[config.mk]
export PLATFORM = sky130hd
export DESIGN_NAME = ram_port_arbiter_flat
export DESIGN_NICKNAME = d
export VERILOG_FILES = /design/src/rtl/ram_port_arbiter_if.sv /design/src/rtl/ram_port_arbiter.sv /design/src/flat_wrapper.sv
export SDC_FILE = /design/constraint.sdc
export NUM_CORES = 1
export LEC_CHECK = 0
export CORE_AREA = 2 2 58 60
export CTS_BUF_LIST = sky130_fd_sc_hd__clkbuf_2
export DETAILED_ROUTE_END_ITERATION = 8
export DIE_AREA = 0 0 60 62
export GPL_TIMING_DRIVEN = 0
export PLACE_DENSITY = 0.84
export SYNTH_ARGS = -nofsm -noshare
export SYNTH_HDL_FRONTEND = slang
export SYNTH_SLANG_ARGS = --single-unit
[constraint.sdc]
create_clock -name clk -period 2.92 [get_ports clk]
set_input_delay 0.292 -clock clk [delete_from_list [all_inputs] [get_ports clk]]
set_output_delay 0.292 -clock clk [all_outputs]
set_load 0.02 [all_outputs]
[src/rtl/ram_port_arbiter_if.sv]
// Requester and RAM-side signal bundle for ram_port_arbiter.
// slave = arbiter side, master = clients plus RAM.
interface ram_port_arbiter_if #(
    parameter int AW = 6,
    parameter int DW = 8
);
    logic          a_req;
    logic          a_we;
    logic [AW-1:0] a_addr;
    logic [DW-1:0] a_wdata;
    logic          a_gnt;
    logic          a_rvalid;
    logic [DW-1:0] a_rdata;

    logic          b_req;
    logic          b_we;
    logic [AW-1:0] b_addr;
    logic [DW-1:0] b_wdata;
    logic          b_gnt;
    logic          b_rvalid;
    logic [DW-1:0] b_rdata;

    logic          ram_we;
    logic [AW-1:0] ram_write_addr;
    logic [AW-1:0] ram_read_addr;
    logic [DW-1:0] ram_data_in;
    logic [DW-1:0] ram_data_out;

    modport slave (
        input  a_req, a_we, a_addr, a_wdata,
        input  b_req, b_we, b_addr, b_wdata,
        input  ram_data_out,
        output a_gnt, a_rvalid, a_rdata,
        output b_gnt, b_rvalid, b_rdata,
        output ram_we, ram_write_addr, ram_read_addr, ram_data_in
    );

    modport master (
        output a_req, a_we, a_addr, a_wdata,
        output b_req, b_we, b_addr, b_wdata,
        output ram_data_out,
        input  a_gnt, a_rvalid, a_rdata,
        input  b_gnt, b_rvalid, b_rdata,
        input  ram_we, ram_write_addr, ram_read_addr, ram_data_in
    );
endinterface

[src/rtl/ram_port_arbiter.sv]
// Two-requester round-robin arbiter in front of a single-port synchronous RAM.
// One issue slot per cycle; owner keeps the slot for up to MAX_BURST grants while contended.
module ram_port_arbiter #(
    parameter int AW        = 6,
    parameter int DW        = 8,
    parameter int MAX_BURST = 4
) (
    input  logic               clk,
    input  logic               rst_n,
    ram_port_arbiter_if.slave  bus
);
    localparam int            CW  = $clog2(MAX_BURST + 1);
    localparam logic [CW-1:0] MB  = CW'(MAX_BURST);
    localparam logic [CW-1:0] ONE = CW'(1);
    localparam logic          LAST_A = 1'b0;
    localparam logic          LAST_B = 1'b1;

    typedef enum logic [1:0] {IDLE, OWN_A, OWN_B} state_t;

    state_t        state, state_n;
    logic [CW-1:0] cnt, cnt_n;
    logic          last, last_n;
    logic          gnt_a, gnt_b;

    always_ff @(posedge clk) begin
        if (!rst_n) begin
            state <= IDLE;
            cnt   <= '0;
            last  <= LAST_B;
        end else begin
            state <= state_n;
            cnt   <= cnt_n;
            last  <= last_n;
        end
    end

    // Handover grants in the deciding cycle, so a switch of owner costs no bubble.
    always_comb begin
        state_n = state;
        cnt_n   = cnt;
        last_n  = last;
        gnt_a   = 1'b0;
        gnt_b   = 1'b0;
        unique case (state)
            IDLE: begin
                if (bus.a_req && (!bus.b_req || last == LAST_B)) begin
                    gnt_a   = 1'b1;
                    state_n = OWN_A;
                    cnt_n   = ONE;
                end else if (bus.b_req) begin
                    gnt_b   = 1'b1;
                    state_n = OWN_B;
                    cnt_n   = ONE;
                end
            end
            OWN_A: begin
                if (bus.a_req && (cnt < MB || !bus.b_req)) begin
                    gnt_a = 1'b1;
                    if (cnt < MB) cnt_n = cnt + ONE;
                end else if (bus.b_req) begin
                    gnt_b   = 1'b1;
                    state_n = OWN_B;
                    cnt_n   = ONE;
                    last_n  = LAST_A;
                end else begin
                    state_n = IDLE;
                    last_n  = LAST_A;
                end
            end
            OWN_B: begin
                if (bus.b_req && (cnt < MB || !bus.a_req)) begin
                    gnt_b = 1'b1;
                    if (cnt < MB) cnt_n = cnt + ONE;
                end else if (bus.a_req) begin
                    gnt_a   = 1'b1;
                    state_n = OWN_A;
                    cnt_n   = ONE;
                    last_n  = LAST_B;
                end else begin
                    state_n = IDLE;
                    last_n  = LAST_B;
                end
            end
            default: state_n = IDLE;
        endcase
        if (!rst_n) begin
            gnt_a = 1'b0;
            gnt_b = 1'b0;
        end
    end

    always_comb begin
        bus.a_gnt          = gnt_a;
        bus.b_gnt          = gnt_b;
        bus.ram_we         = 1'b0;
        bus.ram_write_addr = '0;
        bus.ram_read_addr  = '0;
        bus.ram_data_in    = '0;
        if (gnt_a) begin
            bus.ram_we         = bus.a_we;
            bus.ram_write_addr = bus.a_addr;
            bus.ram_read_addr  = bus.a_addr;
            bus.ram_data_in    = bus.a_wdata;
        end else if (gnt_b) begin
            bus.ram_we         = bus.b_we;
            bus.ram_write_addr = bus.b_addr;
            bus.ram_read_addr  = bus.b_addr;
            bus.ram_data_in    = bus.b_wdata;
        end
    end

    // RAM data_out is registered, so a read granted now is valid next cycle.
    always_ff @(posedge clk) begin
        if (!rst_n) begin
            bus.a_rvalid <= 1'b0;
            bus.b_rvalid <= 1'b0;
        end else begin
            bus.a_rvalid <= gnt_a & ~bus.a_we;
            bus.b_rvalid <= gnt_b & ~bus.b_we;
        end
    end

    assign bus.a_rdata = bus.ram_data_out;
    assign bus.b_rdata = bus.ram_data_out;
endmodule
[src/flat_wrapper.sv]
// flat-port wrapper written by rule: the top's interface ports become plain ports
module ram_port_arbiter_flat 
#(
    parameter int AW        = 6,
    parameter int DW        = 8,
    parameter int MAX_BURST = 4
)
  (clk, rst_n, bus_a_req, bus_a_we, bus_a_addr, bus_a_wdata, bus_b_req, bus_b_we, bus_b_addr, bus_b_wdata, bus_ram_data_out, bus_a_gnt, bus_a_rvalid, bus_a_rdata, bus_b_gnt, bus_b_rvalid, bus_b_rdata, bus_ram_we, bus_ram_write_addr, bus_ram_read_addr, bus_ram_data_in);
  ram_port_arbiter_if #(.AW(AW), .DW(DW)) bus_i ();
  input  logic clk;
  input  logic rst_n;
  input wire logic [$bits(bus_i.a_req)-1:0] bus_a_req;
  input wire logic [$bits(bus_i.a_we)-1:0] bus_a_we;
  input wire logic [$bits(bus_i.a_addr)-1:0] bus_a_addr;
  input wire logic [$bits(bus_i.a_wdata)-1:0] bus_a_wdata;
  input wire logic [$bits(bus_i.b_req)-1:0] bus_b_req;
  input wire logic [$bits(bus_i.b_we)-1:0] bus_b_we;
  input wire logic [$bits(bus_i.b_addr)-1:0] bus_b_addr;
  input wire logic [$bits(bus_i.b_wdata)-1:0] bus_b_wdata;
  input wire logic [$bits(bus_i.ram_data_out)-1:0] bus_ram_data_out;
  output wire logic [$bits(bus_i.a_gnt)-1:0] bus_a_gnt;
  output wire logic [$bits(bus_i.a_rvalid)-1:0] bus_a_rvalid;
  output wire logic [$bits(bus_i.a_rdata)-1:0] bus_a_rdata;
  output wire logic [$bits(bus_i.b_gnt)-1:0] bus_b_gnt;
  output wire logic [$bits(bus_i.b_rvalid)-1:0] bus_b_rvalid;
  output wire logic [$bits(bus_i.b_rdata)-1:0] bus_b_rdata;
  output wire logic [$bits(bus_i.ram_we)-1:0] bus_ram_we;
  output wire logic [$bits(bus_i.ram_write_addr)-1:0] bus_ram_write_addr;
  output wire logic [$bits(bus_i.ram_read_addr)-1:0] bus_ram_read_addr;
  output wire logic [$bits(bus_i.ram_data_in)-1:0] bus_ram_data_in;
  assign bus_i.a_req = bus_a_req;
  assign bus_i.a_we = bus_a_we;
  assign bus_i.a_addr = bus_a_addr;
  assign bus_i.a_wdata = bus_a_wdata;
  assign bus_i.b_req = bus_b_req;
  assign bus_i.b_we = bus_b_we;
  assign bus_i.b_addr = bus_b_addr;
  assign bus_i.b_wdata = bus_b_wdata;
  assign bus_i.ram_data_out = bus_ram_data_out;
  assign bus_a_gnt = bus_i.a_gnt;
  assign bus_a_rvalid = bus_i.a_rvalid;
  assign bus_a_rdata = bus_i.a_rdata;
  assign bus_b_gnt = bus_i.b_gnt;
  assign bus_b_rvalid = bus_i.b_rvalid;
  assign bus_b_rdata = bus_i.b_rdata;
  assign bus_ram_we = bus_i.ram_we;
  assign bus_ram_write_addr = bus_i.ram_write_addr;
  assign bus_ram_read_addr = bus_i.ram_read_addr;
  assign bus_ram_data_in = bus_i.ram_data_in;
  ram_port_arbiter #(.AW(AW), .DW(DW), .MAX_BURST(MAX_BURST)) u_core (.clk(clk), .rst_n(rst_n), .bus(bus_i));
endmodule
; ---- Word-level counts from Yosys, hierarchy flattened
; Index checks and enable logic that the tools add are counted.
[op_classes]
add_sub_neg = 1
n_lt_le_gt_ge = 1
eq_ne = 6
n_mux = 35
bitwise = 4
n_reduce_logical = 14
[ops]
columns = operator, count
row1 = 3-bit 2-to-1 mux, 6
row2 = 8-bit 2-to-1 mux, 2
row3 = 1-bit 2-to-1 mux, 15
row4 = 6-bit 2-to-1 mux, 2
row5 = 2-bit 2-to-1 mux, 5
row6 = 3-bit one-hot mux with 3 select lines, 1
row7 = 3-bit by 2-bit inequality test with 1-bit output (second input constant), 2
row8 = 1-bit one-hot mux with 3 select lines, 2
row9 = 2-bit one-hot mux with 3 select lines, 1
row10 = 3-bit AND reduction, 2
row11 = 2-bit inequality test (second input constant), 2
row12 = 3-bit by 1-bit adder with 3-bit output (second input constant), 1
row13 = 1-bit logical AND, 3
row14 = 1-bit logical OR, 3
row15 = 3-bit less-than comparator (second input constant), 1
row16 = 3-bit nonzero test, 1
row17 = 1-bit bitwise AND, 2
row18 = 2-bit by 1-bit equality test with 1-bit output (second input constant), 1
row19 = 2-bit equality test (second input constant), 1
row20 = 1-bit logical NOT, 2
row21 = 2-bit logical NOT, 1
row22 = 1-bit inverter, 2
row23 = 1-bit one-hot mux with 2 select lines, 1
row24 = 2-bit AND reduction, 1
row25 = 2-bit nonzero test, 1
[word_totals]
reg_bits = 8
out_inout_bits = 41
wordCells = 66

; ---- Depth between registers and ports, before layout
[logic_depth]
depth_word = 8
depth_mapped = 10
ltp_nobuf = 6

; ---- Worst setup path before layout
; OpenSTA, ideal clock, no wires.
[synth_timing]
kind = register to output
startpoint = register u_core.state[0]
endpoint = output port bus_ram_write_addr[2]
t_arrival_ns = 2.215
t_required_ns = 2.628
slack_ns = 0.413
stages_incl_launch_ff = 11
n_path_buf = 4
path_cell_list = dfxtp_1 inv_1 ha_1 buf_6 mux2_2 or3_1 and4b_1 buf_6 buf_8 a22o_1 buf_4
[synth_via]
elab_chain_cells = 5
[synth_rtl]
columns = item, line_no
row1 = "start, declared", ram_port_arbiter.sv:20  ; state_t state, state_n;
row2 = "start signal, assigned", ram_port_arbiter.sv:31  ; state <= state_n;
row3 = 2-bit equality test (tied with other cells), ram_port_arbiter.sv:44  ; unique case (state)
row4 = 1-bit one-hot mux with 3 select lines, ram_port_arbiter.sv:44
row5 = 1-bit 2-to-1 mux, ram_port_arbiter.sv:86  ; if (!rst_n) begin
row6 = 6-bit 2-to-1 mux, n/a
row7 = 6-bit 2-to-1 mux (*), n/a
row8 = "end, declared", flat_wrapper.sv:28  ; output wire logic [$bits(bus_i.ram_write_addr)-1:0] bus_ram_write_addr;
; Every way passes the cells marked *; elsewhere a longest branch is shown, timed or not.

; ---- Worst setup path after layout
[layout_timing]
startpoint = register u_core.state[0]
endpoint = output port bus_ram_data_in[2]
[layout_via]
elab_chain_cells = 5
[layout_rtl]
columns = item, line_no
row1 = 2-bit equality test (tied with other cells), ram_port_arbiter.sv:44
row2 = 1-bit one-hot mux with 3 select lines, ram_port_arbiter.sv:44
row3 = 1-bit 2-to-1 mux, ram_port_arbiter.sv:86
row4 = 8-bit 2-to-1 mux, ram_port_arbiter.sv:104  ; end else if (gnt_b) begin
row5 = 8-bit 2-to-1 mux (*), ram_port_arbiter.sv:99  ; if (gnt_a) begin
row6 = "end, declared", flat_wrapper.sv:30  ; output wire logic [$bits(bus_i.ram_data_in)-1:0] bus_ram_data_in;
; Marks and branches as above.

==> flow_metrics.py <==
metrics = {
    "critical_path": {
        "worst_r2r_endpoint": "u_core.state[0]",
        "cp_cell_sequence": "inv_1 > ha_2 > buf_6 > mux2_2 > or3_1 > and4b_1 > buf_6 > buf_8 > a22o_1 > dlygate4sd2_1",
        "crit_slowest_cell": "dfxtp_4",
        "critPathLaunchType": "flop",
        "crit_fanout": 10,
        "required_ns": 2.63,
        "path_buf_inv": 5,
        "reg2reg_from": "u_core.state[0]",
        "ff2ff_path_depth": 7,
        "cp_top_family": "buffers and inverters",
        "cpMostUsedCell": "buf_6",
        "reg2reg_slack_ns": 0.88,
        "critical_path_class": "reg2out",
        "slowest_delay_ns": 0.36,
        "crit_arrival_ns": 2.49,
        "crit_path_end_kind": "output pin",
    },
    "cells_and_area": {
        "final_cells": 245,
        "fin_nets": 249,
        "syn2layout_area_growth_pct": 79.0,
        "final_area_um2": 1740,
        "diodes": 0,
        "drive_gt1_frac": 0.271,
        "final_util": 0.547,
    },
    "logic_synthesis": {
        "synthTopCellsByArea": "buf_4, dfxtp_1, a22o_1",
        "synth_cell_types": 32,
        "synth_seq_cells": 8,
        "syn_nets": 168,
        "synth-seq-area-share": 0.165,
        "netlist_area_um2": 971,
        "postSynthAreaPerCell_um2": 8.09,
        "yosysTopAreaCellShare": 0.170,
        "ys_warn_count": 0,
        "syn_inst": 120,
        "synth_top_area_cell": "buf_4",
    },
    "placement": {
        "gp_congestion": 0.795,
        "dpl.hpwl_um": 2310,
        "placed_cells": 240,
        "dp_slack_ns": -0.119,
        "place_area_um2": 1770,
        "numPortBuffers": 74,
    },
    "sta": {
        "slew_headroom": 0.655,
        "finalMaxSlewViolations": 0,
        "worst_pin_slew_ns": 0.515,
        "fin_ws_ns": 0.142,
        "fin_skew_ns": 0.0148,
        "timing.fmax_mhz": 360,
        "hold_violations": 0,
        "setup_viol": 0,
        "fin_crit_sh": 0.951,
        "finalCriticalPeriod_ns": 2.78,
        "rsz0062_at_grt": "false",
    },
    "cts": {
        "cts_tree": "yes",
        "ctsLongestPathBuffers": 2,
        "cts_root_buf": "clkbuf_2",
        "ctsHoldBuffers": 0,
        "clock_latency_ns": 0.26,
        "clkTransAtPathRegs_ns": 0.09,
        "cts_max_level": 1,
        "clkSinkCount": 8,
        "numCtsBuffers": 3,
    },
    "worst_hold_path": {
        "hold_depth": 2,
        "min-delay-start": "u_core.cnt[1]",
        "min_to": "u_core.cnt[1]",
        "min_path_type": "reg2reg",
    },
    "power_and_ir_drop": {
        "p_total_uw": 786,
        "leakage_nw": 0.806,
        "ir_drop_mv": 0.413,
        "power_density_nw_per_um2": 452,
    },
    "route": {
        "drt-wirelength-per-cell_um": 11.6,
        "vias_per_cell": 4.71,
        "ant_nets": 0,
        "vias": 1155,
        "drc": 0,
        "dr.pass1.iters": 4,
        "routed_wl_um": 2830,
        "drt_iter0_drc": 33,
    },
    "run": {
        "maxCapViolCount": 0,
    },
    "die": {
        "core-area_um2": 3180,
        "io_pins": 83,
        "die_y_um": 62,
        "dieWidth_um": 60,
        "initial_core_util": 0.305,
        "row_count": 21,
        "die_area_um2": 3720,
    },
    "global_route": {
        "grt_pass1_vias": 986,
        "antenna_found_initial": 0,
        "track_usage": 0.140,
        "grt_max_degree": 11,
        "grt_pass1_wl_um": 4010,
        "gr-total-overflow": 0,
    },
    "outcome": {
        "status": "finished clean",
    },
}
[area by class of cell]
type,count,area [µm²]
buffer,29,223
timing repair buffer,76,684
tap,46,57.6
inverter,5,18.8
multi-input combinational,78,574
fill,318,1440
clock buffer,3,15.0
sequential,8,165
[power by group]
part           switching, mW  internal, mW  leakage [nW]  total, mW
clock network         0.0434        0.0280        0.0125     0.0714
registers             0.0206         0.132        0.0665      0.153
logic                  0.282         0.279         0.727      0.562
total                  0.346         0.439         0.806      0.786
[placed cells by master, fill, tap and decap left out, drive strengths merged, types with 2 or more instances in the layout]
cell type,netlist,routed
clkdlybuf4s50,0,52
buf,29,36
a22o,15,15
clkbuf,0,12
o21ai,10,10
dfxtp,8,8
dlygate4sd2,0,7
ha,6,6
inv,5,5
nor2b,5,5
a21oi,5,5
nor3b,4,4
nand2b,4,4
nand2,3,3
and2,3,3
nor2,3,3
mux2i,2,2
nand3b,2,2
o211ai,2,2
a21boi,2,2
[how the worst max path moves through the flow]
stage	from	end	slack, ns	cells past startpoint
after floorplan	u_core.state[0]	bus_ram_write_addr[2]	0.41	10
after global placement	u_core.state[0]	bus_ram_write_addr[2]	-0.08	11
after detailed placement	u_core.state[0]	bus_ram_write_addr[2]	-0.12	11
after CTS	u_core.state[0]	bus_ram_write_addr[0]	0.0003	11
after global routing	u_core.state[0]	bus_ram_write_addr[3]	0.02	11
final	u_core.state[0]	bus_ram_data_in[2]	0.14	10
[synth_stat cells, drive strengths merged]
| library cell | n |
|---|---|
| buf | 29 |
| a22o | 15 |
| o21ai | 10 |
| dfxtp | 8 |
| ha | 6 |
| a21oi | 5 |
| inv | 5 |
| nor2b | 5 |
| nand2b | 4 |
| nor3b | 4 |
| and2 | 3 |
| nand2 | 3 |
| nor2 | 3 |
| a21boi | 2 |
| mux2i | 2 |
| nand3b | 2 |
| o211ai | 2 |
| a2111o | 1 |
| a221oi | 1 |
| a22oi | 1 |
| a31oi | 1 |
| and3 | 1 |
| and4b | 1 |
| mux2 | 1 |
| nand3 | 1 |
| nor3 | 1 |
| o2111ai | 1 |
| or3 | 1 |
| or4 | 1 |
[timing repair]
action | 4_1_cts | 5_1_grt
endpoints found under the setup margin | 21 | 17
gates resized for setup | 36 | 23
pin swaps | 0 | 1
hold endpoints to repair | 0 | 0
buffers inserted | 2 | 0
[worst reg2reg max path, stage by stage (launching register included)]
cell and delay, ns:
dfxtp_4 0.36, inv_1 0.06, ha_2 0.19, buf_6 0.13, a22oi_1 0.26, o211ai_1 0.26, or4_1 0.54, a21boi_0 0.17
[state kept, by name, summed over array words and instances (netlist names)]
signal and cells:
u_core.last 1, u_core.bus.b_rvalid 1, u_core.state 2, u_core.cnt 3, u_core.bus.a_rvalid 1
[cell families (layout without fill, tap and decap cells)]
kind of cell	Yosys count	count (layout)	share of synthesized area
AOI/OAI and AO/OA	39	39	0.287
muxes	3	3	0.0322
DFF	8	8	0.165
buffers and inverters	34	113	0.249
and+or+nand+nor	30	30	0.189
adders and majority gates	6	6	0.0773
[metal layers]
metal  share of wire  GRT usage
met4          0.0053     0.0286
met2            0.44      0.248
met1            0.41      0.159
met5               0          0
met3            0.15     0.0580
[metrics by stage]
stage               setup TNS (ns)  hold slack [ns]
global placement            -0.382            0.470
CTS                              0            0.492
detailed placement          -0.550            0.479
finish                           0            0.484
floorplan                        0            0.364
global route                     0            0.518
No activity file was read; power rests on OpenSTA's default activity.
